`src/rtl/snake_pkg.sv`:
```
// Shared types for the snake game: FSM state encoding and BCD digit width.
package snake_pkg;
  typedef enum logic [1:0] {
    IDLE  = 2'd0,
    PLAY  = 2'd1,
    PAUSE = 2'd2,
    OVER  = 2'd3
  } state_t;

  localparam int BCD_W = 4;
  localparam logic [BCD_W-1:0] BCD_NINE = 4'd9;
endpackage

```
`src/rtl/bcd_counter2.sv`:
```
// Two-digit BCD up-counter that sticks at 99; clear wins over enable.
module bcd_counter2
  import snake_pkg::*;
(
  input  logic               VGA_clk,
  input  logic               rst_n,
  input  logic               clear,
  input  logic               enable,
  output logic [2*BCD_W-1:0] bcd
);
  logic [BCD_W-1:0] ones, tens;

  always_ff @(posedge VGA_clk or negedge rst_n) begin
    if (!rst_n) begin
      ones <= '0;
      tens <= '0;
    end else if (clear) begin
      ones <= '0;
      tens <= '0;
    end else if (enable && !(tens == BCD_NINE && ones == BCD_NINE)) begin
      if (ones == BCD_NINE) begin
        ones <= '0;
        tens <= tens + 1'b1;
      end else begin
        ones <= ones + 1'b1;
      end
    end
  end

  assign bcd = {tens, ones};
endmodule

```
`src/rtl/game_controller.sv`:
```
// Snake game sequencer: run/pause/over FSM, move pacing from frame ticks,
// growth, scoring and speed-up on apples.
module game_controller
  import snake_pkg::*;
#(
  parameter int FRAMES_INIT   = 8,
  parameter int FRAMES_MIN    = 2,
  parameter int SPEEDUP_EVERY = 4,
  parameter int MAX_SIZE      = 31
) (
  input  logic       VGA_clk,
  input  logic       start,
  input  logic       frame_tick,
  input  logic       go,
  input  logic       pause,
  input  logic       lethal,
  input  logic       apple_hit,
  output logic       update,
  output logic       apple_respawn,
  output logic [4:0] size,
  output logic [7:0] score_bcd,
  output logic       game_over,
  output logic       win,
  output logic [1:0] state
);
  localparam int PW = (FRAMES_INIT < 2) ? 1 : $clog2(FRAMES_INIT + 1);
  localparam int SW = (SPEEDUP_EVERY < 2) ? 1 : $clog2(SPEEDUP_EVERY + 1);

  state_t         st;
  logic [PW-1:0]  period, frame_cnt;
  logic [SW-1:0]  speed_cnt;
  logic [4:0]     size_r;
  logic           update_r, respawn_r, win_r, over_r;

  logic play, eat, eat_win, leave, wrap, move, start_game;

  // Lethal dominates everything; the winning apple also ends the game.
  assign play       = (st == PLAY);
  assign eat        = play && apple_hit && !lethal;
  assign eat_win    = eat && (size_r == 5'(MAX_SIZE - 1));
  assign leave      = play && (lethal || eat_win || pause);
  assign wrap       = (frame_cnt >= period - 1'b1);
  assign move       = play && frame_tick && !leave && wrap;
  assign start_game = (st == IDLE || st == OVER) && go;

  always_ff @(posedge VGA_clk or negedge start) begin
    if (!start) begin
      st        <= IDLE;
      size_r    <= 5'd1;
      period    <= PW'(FRAMES_INIT);
      frame_cnt <= '0;
      speed_cnt <= '0;
      update_r  <= 1'b0;
      respawn_r <= 1'b0;
      win_r     <= 1'b0;
      over_r    <= 1'b0;
    end else begin
      update_r  <= move;
      respawn_r <= eat && !eat_win;
      case (st)
        IDLE, OVER: if (go) begin
          st        <= PLAY;
          over_r    <= 1'b0;
          win_r     <= 1'b0;
          size_r    <= 5'd1;
          period    <= PW'(FRAMES_INIT);
          frame_cnt <= '0;
          speed_cnt <= '0;
        end
        PLAY: begin
          if (lethal) begin
            st     <= OVER;
            over_r <= 1'b1;
            win_r  <= 1'b0;
          end else begin
            if (apple_hit) begin
              size_r <= size_r + 1'b1;
              if (speed_cnt == SW'(SPEEDUP_EVERY - 1)) begin
                speed_cnt <= '0;
                if (period > PW'(FRAMES_MIN)) period <= period - 1'b1;
              end else begin
                speed_cnt <= speed_cnt + 1'b1;
              end
            end
            if (eat_win) begin
              st     <= OVER;
              over_r <= 1'b1;
              win_r  <= 1'b1;
            end else if (pause) begin
              st <= PAUSE;
            end
            // Ticks landing on a departure from PLAY are dropped entirely.
            if (frame_tick && !leave) frame_cnt <= wrap ? '0 : frame_cnt + 1'b1;
          end
        end
        PAUSE: if (pause) st <= PLAY;
      endcase
    end
  end

  bcd_counter2 u_score (
    .VGA_clk (VGA_clk),
    .rst_n   (start),
    .clear   (start_game),
    .enable  (eat),
    .bcd     (score_bcd)
  );

  assign update        = update_r;
  assign apple_respawn = respawn_r;
  assign size          = size_r;
  assign game_over     = over_r;
  assign win           = win_r;
  assign state         = st;
endmodule

```
`config.mk`:
```
export PLATFORM = sky130hd
export DESIGN_NAME = game_controller
export DESIGN_NICKNAME = d
export VERILOG_FILES = /design/src/rtl/snake_pkg.sv /design/src/rtl/bcd_counter2.sv /design/src/rtl/game_controller.sv
export SDC_FILE = /design/constraint.sdc
export NUM_CORES = 1
export LEC_CHECK = 0
export CAP_MARGIN = 20
export CELL_PAD_IN_SITES_DETAIL_PLACEMENT = 1
export CELL_PAD_IN_SITES_GLOBAL_PLACEMENT = 2
export CORE_ASPECT_RATIO = 1.25
export CORE_UTILIZATION = 31
export CTS_BUF_LIST = sky130_fd_sc_hd__clkbuf_16
export DETAILED_ROUTE_END_ITERATION = 10
export GPL_TIMING_DRIVEN = 0
export HOLD_SLACK_MARGIN = 0.08
export PLACE_DENSITY_LB_ADDON = 0.1
export SLEW_MARGIN = 20
export SYNTH_ARGS = -nofsm -noshare
export SYNTH_HDL_FRONTEND = slang
export SYNTH_HIERARCHICAL = 1
export SYNTH_SLANG_ARGS = --single-unit
```
`constraint.sdc`:
```
create_clock -name VGA_clk -period 1.84 [get_ports VGA_clk]
set_input_delay 0.184 -clock VGA_clk [delete_from_list [all_inputs] [get_ports VGA_clk]]
set_output_delay 0.184 -clock VGA_clk [all_outputs]
set_load 0.02 [all_outputs]
```
==> impl_metrics.toml <==
[cts]
cts_tree = "done"
clk_pin_slew_worst_paths_ns = 0.05
cts.path.max_buffers = 2
cts.sinks = 30
cts_made_buffers = 5
worst_skew_pair.late_latency_ns = 0.27
htreeDepth = 2
clockRootBuffer = "clkbuf_16"

[timing]
hold_viol_final = 0
drv_slew = 0
fmax_ghz = 0.556
setup_violations = 0
tightest_slew_ns = 0.703
skew_ns = 0.00610
min_period_ns = 1.80
fin_crit_sh_pct = 97.8
max_slew_margin_pct = 53.1

[setup_path]
crit_type = "flip-flop to flip-flop"
cp.required_ns = 2.00
path_max_fanout = 4
reg2regPathDepth = 8
crit_path_end_kind = "flip-flop"
critPathLaunchType = "flip-flop"
arrival_ns = 1.96

[yosys]
synth_top_family_by_area = "simple AND/OR/NAND/NOR gates"
async_reset_ff_share_pct = 100
yosys_register_bits = 30
synth.yosys.seq_area_share_pct = 41.0
synth_cells = 186
synth_top_area_share_pct = 38.2
synth-adder-area-share_pct = 11.6
synthMuxAreaShare_pct = 2.79
synth-simple-area-share_pct = 20.3
synth_cell_type_count = 56
synth_compound_area_share_pct = 18.1
syn_area_um2 = 1840
synth_xor_xnor_area_share_pct = 1.43
ys_top_cells_by_area = "dfrtp_1 38%, ha_1 12%, nand2b_1 4.1%"
yosysWarnings = 6
avgSynthCellArea_um2 = 9.87
synth-edff-count = 0
synthFlopType = "dfrtp_1"
syn_nets = 210
yosys.area.top_type = "dfrtp_1"

[grt]
use_met2_pct = 32.9
top_usage_layer = "met2"
grt_pass1_vias = 1785
grt_pass1_wl_um = 8470
grt_max_degree = 31
grt_overflow_total = 0
grt.total_usage_pct = 17.7
grt.met3_usage_pct = 4.95
grt_antenna_before_repair = 0
grtUsageMet1_pct = 19.0

[pwr]
peakVddDrop_mv = 0.535
power_density_nw_per_um2 = 1400
total_power_mw = 3.84
leakagePower_nw = 1.18

[route]
dr.pass1.iters = 6
postRouteAntennaNets = 0
wl_per_cell_um = 17.0
drt-initial-drc-count = 45
routed_wl_um = 5180
via_per_inst = 5.35
drc = 0
vias = 1626

[outcome]
outcome = "finished, final reports clean"

[floorplan]
initial_utilization_pct = 33.0
rows = 30
dieWidth_um = 70.8
dieHeight_um = 88.0
coreArea_um2 = 5560
die_area_um2 = 6230
io_pins = 26

[cells_and_area]
nNetsFinal = 264
multiInputGateArea_um2 = 1240
fin_cells = 304
n_fill_cell = 625
diodes = 0
layout.area.seq_um2 = 758
areaGrowthSynthToFinish_pct = 48.9
drive_above_1_share_pct = 33.3

[placement]
place.gp.congestion = 0.750
dp.cells = 275
dp_hpwl_um = 3430
port_buffers = 25

[run]
drv_cap = 0

[hold_path]
hold_path.class = "primary input to asynchronous set/reset pin"
-- final cells by class --
| type | count | area share [%] |
|---|---|---|
| multi-input cells | 136 | 45.5 |
| flip-flops and latches | 30 | 27.7 |
| repair buffers | 48 | 15.4 |
| clock buffers | 5 | 4.58 |
| well taps | 64 | 2.93 |
| inverters | 16 | 2.38 |
| plain buffers | 3 | 1.10 |
| clock inverters | 2 | 0.366 |
-- repair_timing --
item / 4_1_cts / 5_1_grt
endpoints found under the hold margin: 28 / 0
hold buffers: 1 / 0
buffers inserted: 17 / 6
resized for setup: 22 / 28
setup endpoints to repair: 12 / 15
pin swaps: 13 / 12
-- path summary, 6_finish.rpt --
path / from / end / slack (ns)
worst max-delay path: period[1] / update / 0.04
worst max register to register: period[1] / update / 0.04
worst min register to register: speed_cnt[2] / speed_cnt[2] / 0.49
min in group VGA_clk: speed_cnt[2] / speed_cnt[2] / 0.49
worst min-delay path: start / frame_cnt[0] / 0.49
max in group asynchronous: start / state[1] / 0.84
-- cell usage after synthesis (2+ instances only) --
master	n
a21oi_1	6
a21oi_2	2
a31oi_1	3
and3b_1	2
dfrtp_1	28
dfstp_2	2
ha_1	17
inv_1	14
mux2i_1	4
nand2_1	14
nand2b_1	12
nand3_1	6
nand3b_1	3
nor2_1	12
nor2b_1	4
nor3_1	2
o211ai_1	2
o21a_1	2
o21ai_0	5
o21ai_1	3
o21ai_2	2
o21bai_1	2
o221ai_1	3
o22ai_1	3
xnor2_1	2
-- sequential cells by signal, indices dropped and copies added (netlist names) --
signal and flops:
game_over 1, update 1, win 1, u_score/ones 4
speed_cnt 3, period 4, state 2, frame_cnt 4
apple_respawn 1, size 5, u_score/tens 4
-- report_power, final --
| group | internal, mW | total (mW) | switching [mW] |
|---|---|---|---|
| clock network | 0.487 | 0.766 | 0.279 |
| registers | 0.829 | 1.05 | 0.220 |
| logic | 0.981 | 2.02 | 1.04 |
| total | 2.30 | 3.84 | 1.54 |
-- through the flow --
step | cell area, µm² | setup TNS [ns] | hold slack [ns] | utilization [%] | worst slack [ns]
final | 2730 | 0 | 0.486 | 49.2 | 0.0404
after global routing | 2730 | -0.0647 | 0.517 | 49.2 | -0.0325
after CTS | 2550 | -0.0217 | 0.496 | 45.8 | -0.0145
after detailed placement | 2170 | -1.50 | 0.285 | 39.1 | -0.206
after global placement | 2180 | -2.07 | 0.460 | 39.2 | -0.160
after floorplan | 1850 | 0 | -0.112 | - | 0.00280
-- cell usage in the layout (no fill, tap or decap), types with 2 or more instances in the layout --
cell,count
a21oi_1,4
a21oi_2,4
a31oi_1,3
and3b_1,2
buf_4,22
buf_6,2
clkbuf_16,5
clkdlybuf4s50_1,24
clkinv_2,2
dfrtp_1,24
dfrtp_2,4
dfstp_2,2
ha_1,11
ha_4,6
inv_1,11
inv_2,2
inv_4,2
mux2i_1,4
nand2_1,13
nand2b_1,10
nand3_1,6
nand3b_1,3
nor2_1,11
nor2b_1,2
o211ai_1,2
o21a_1,2
o21ai_0,5
o21ai_2,3
o21ai_4,2
o21bai_1,2
o221ai_1,2
o22ai_1,2
-- critical path, cell delays in order, from the launching register on --
cell       delay (ns)
dfrtp_2          0.41
inv_2            0.06
ha_4             0.17
xnor2_4          0.14
ha_4             0.18
a2111oi_4        0.30
buf_4            0.20
nor2_1           0.06
and4b_1          0.17
-- per-layer routing --
metal,up-vias,share of wire [%]
li1,777,-
met1,810,41
met2,31,55
met3,8,3.1
met4,0,1.7
met5,-,0
-- kinds of logic (layout without fill, tap and decap cells) --
logic type               after synthesis  in the layout
AND/OR/NAND/NOR                       66             66
AO/OA/AOI/OAI                         45             45
flip-flops                            30             30
buffers and inverters                 20             74
adder cells (fa/ha/maj)               17             17
multiplexers                           5              5
XOR/XNOR                               3              3
Power figures use the tool's default switching activity.
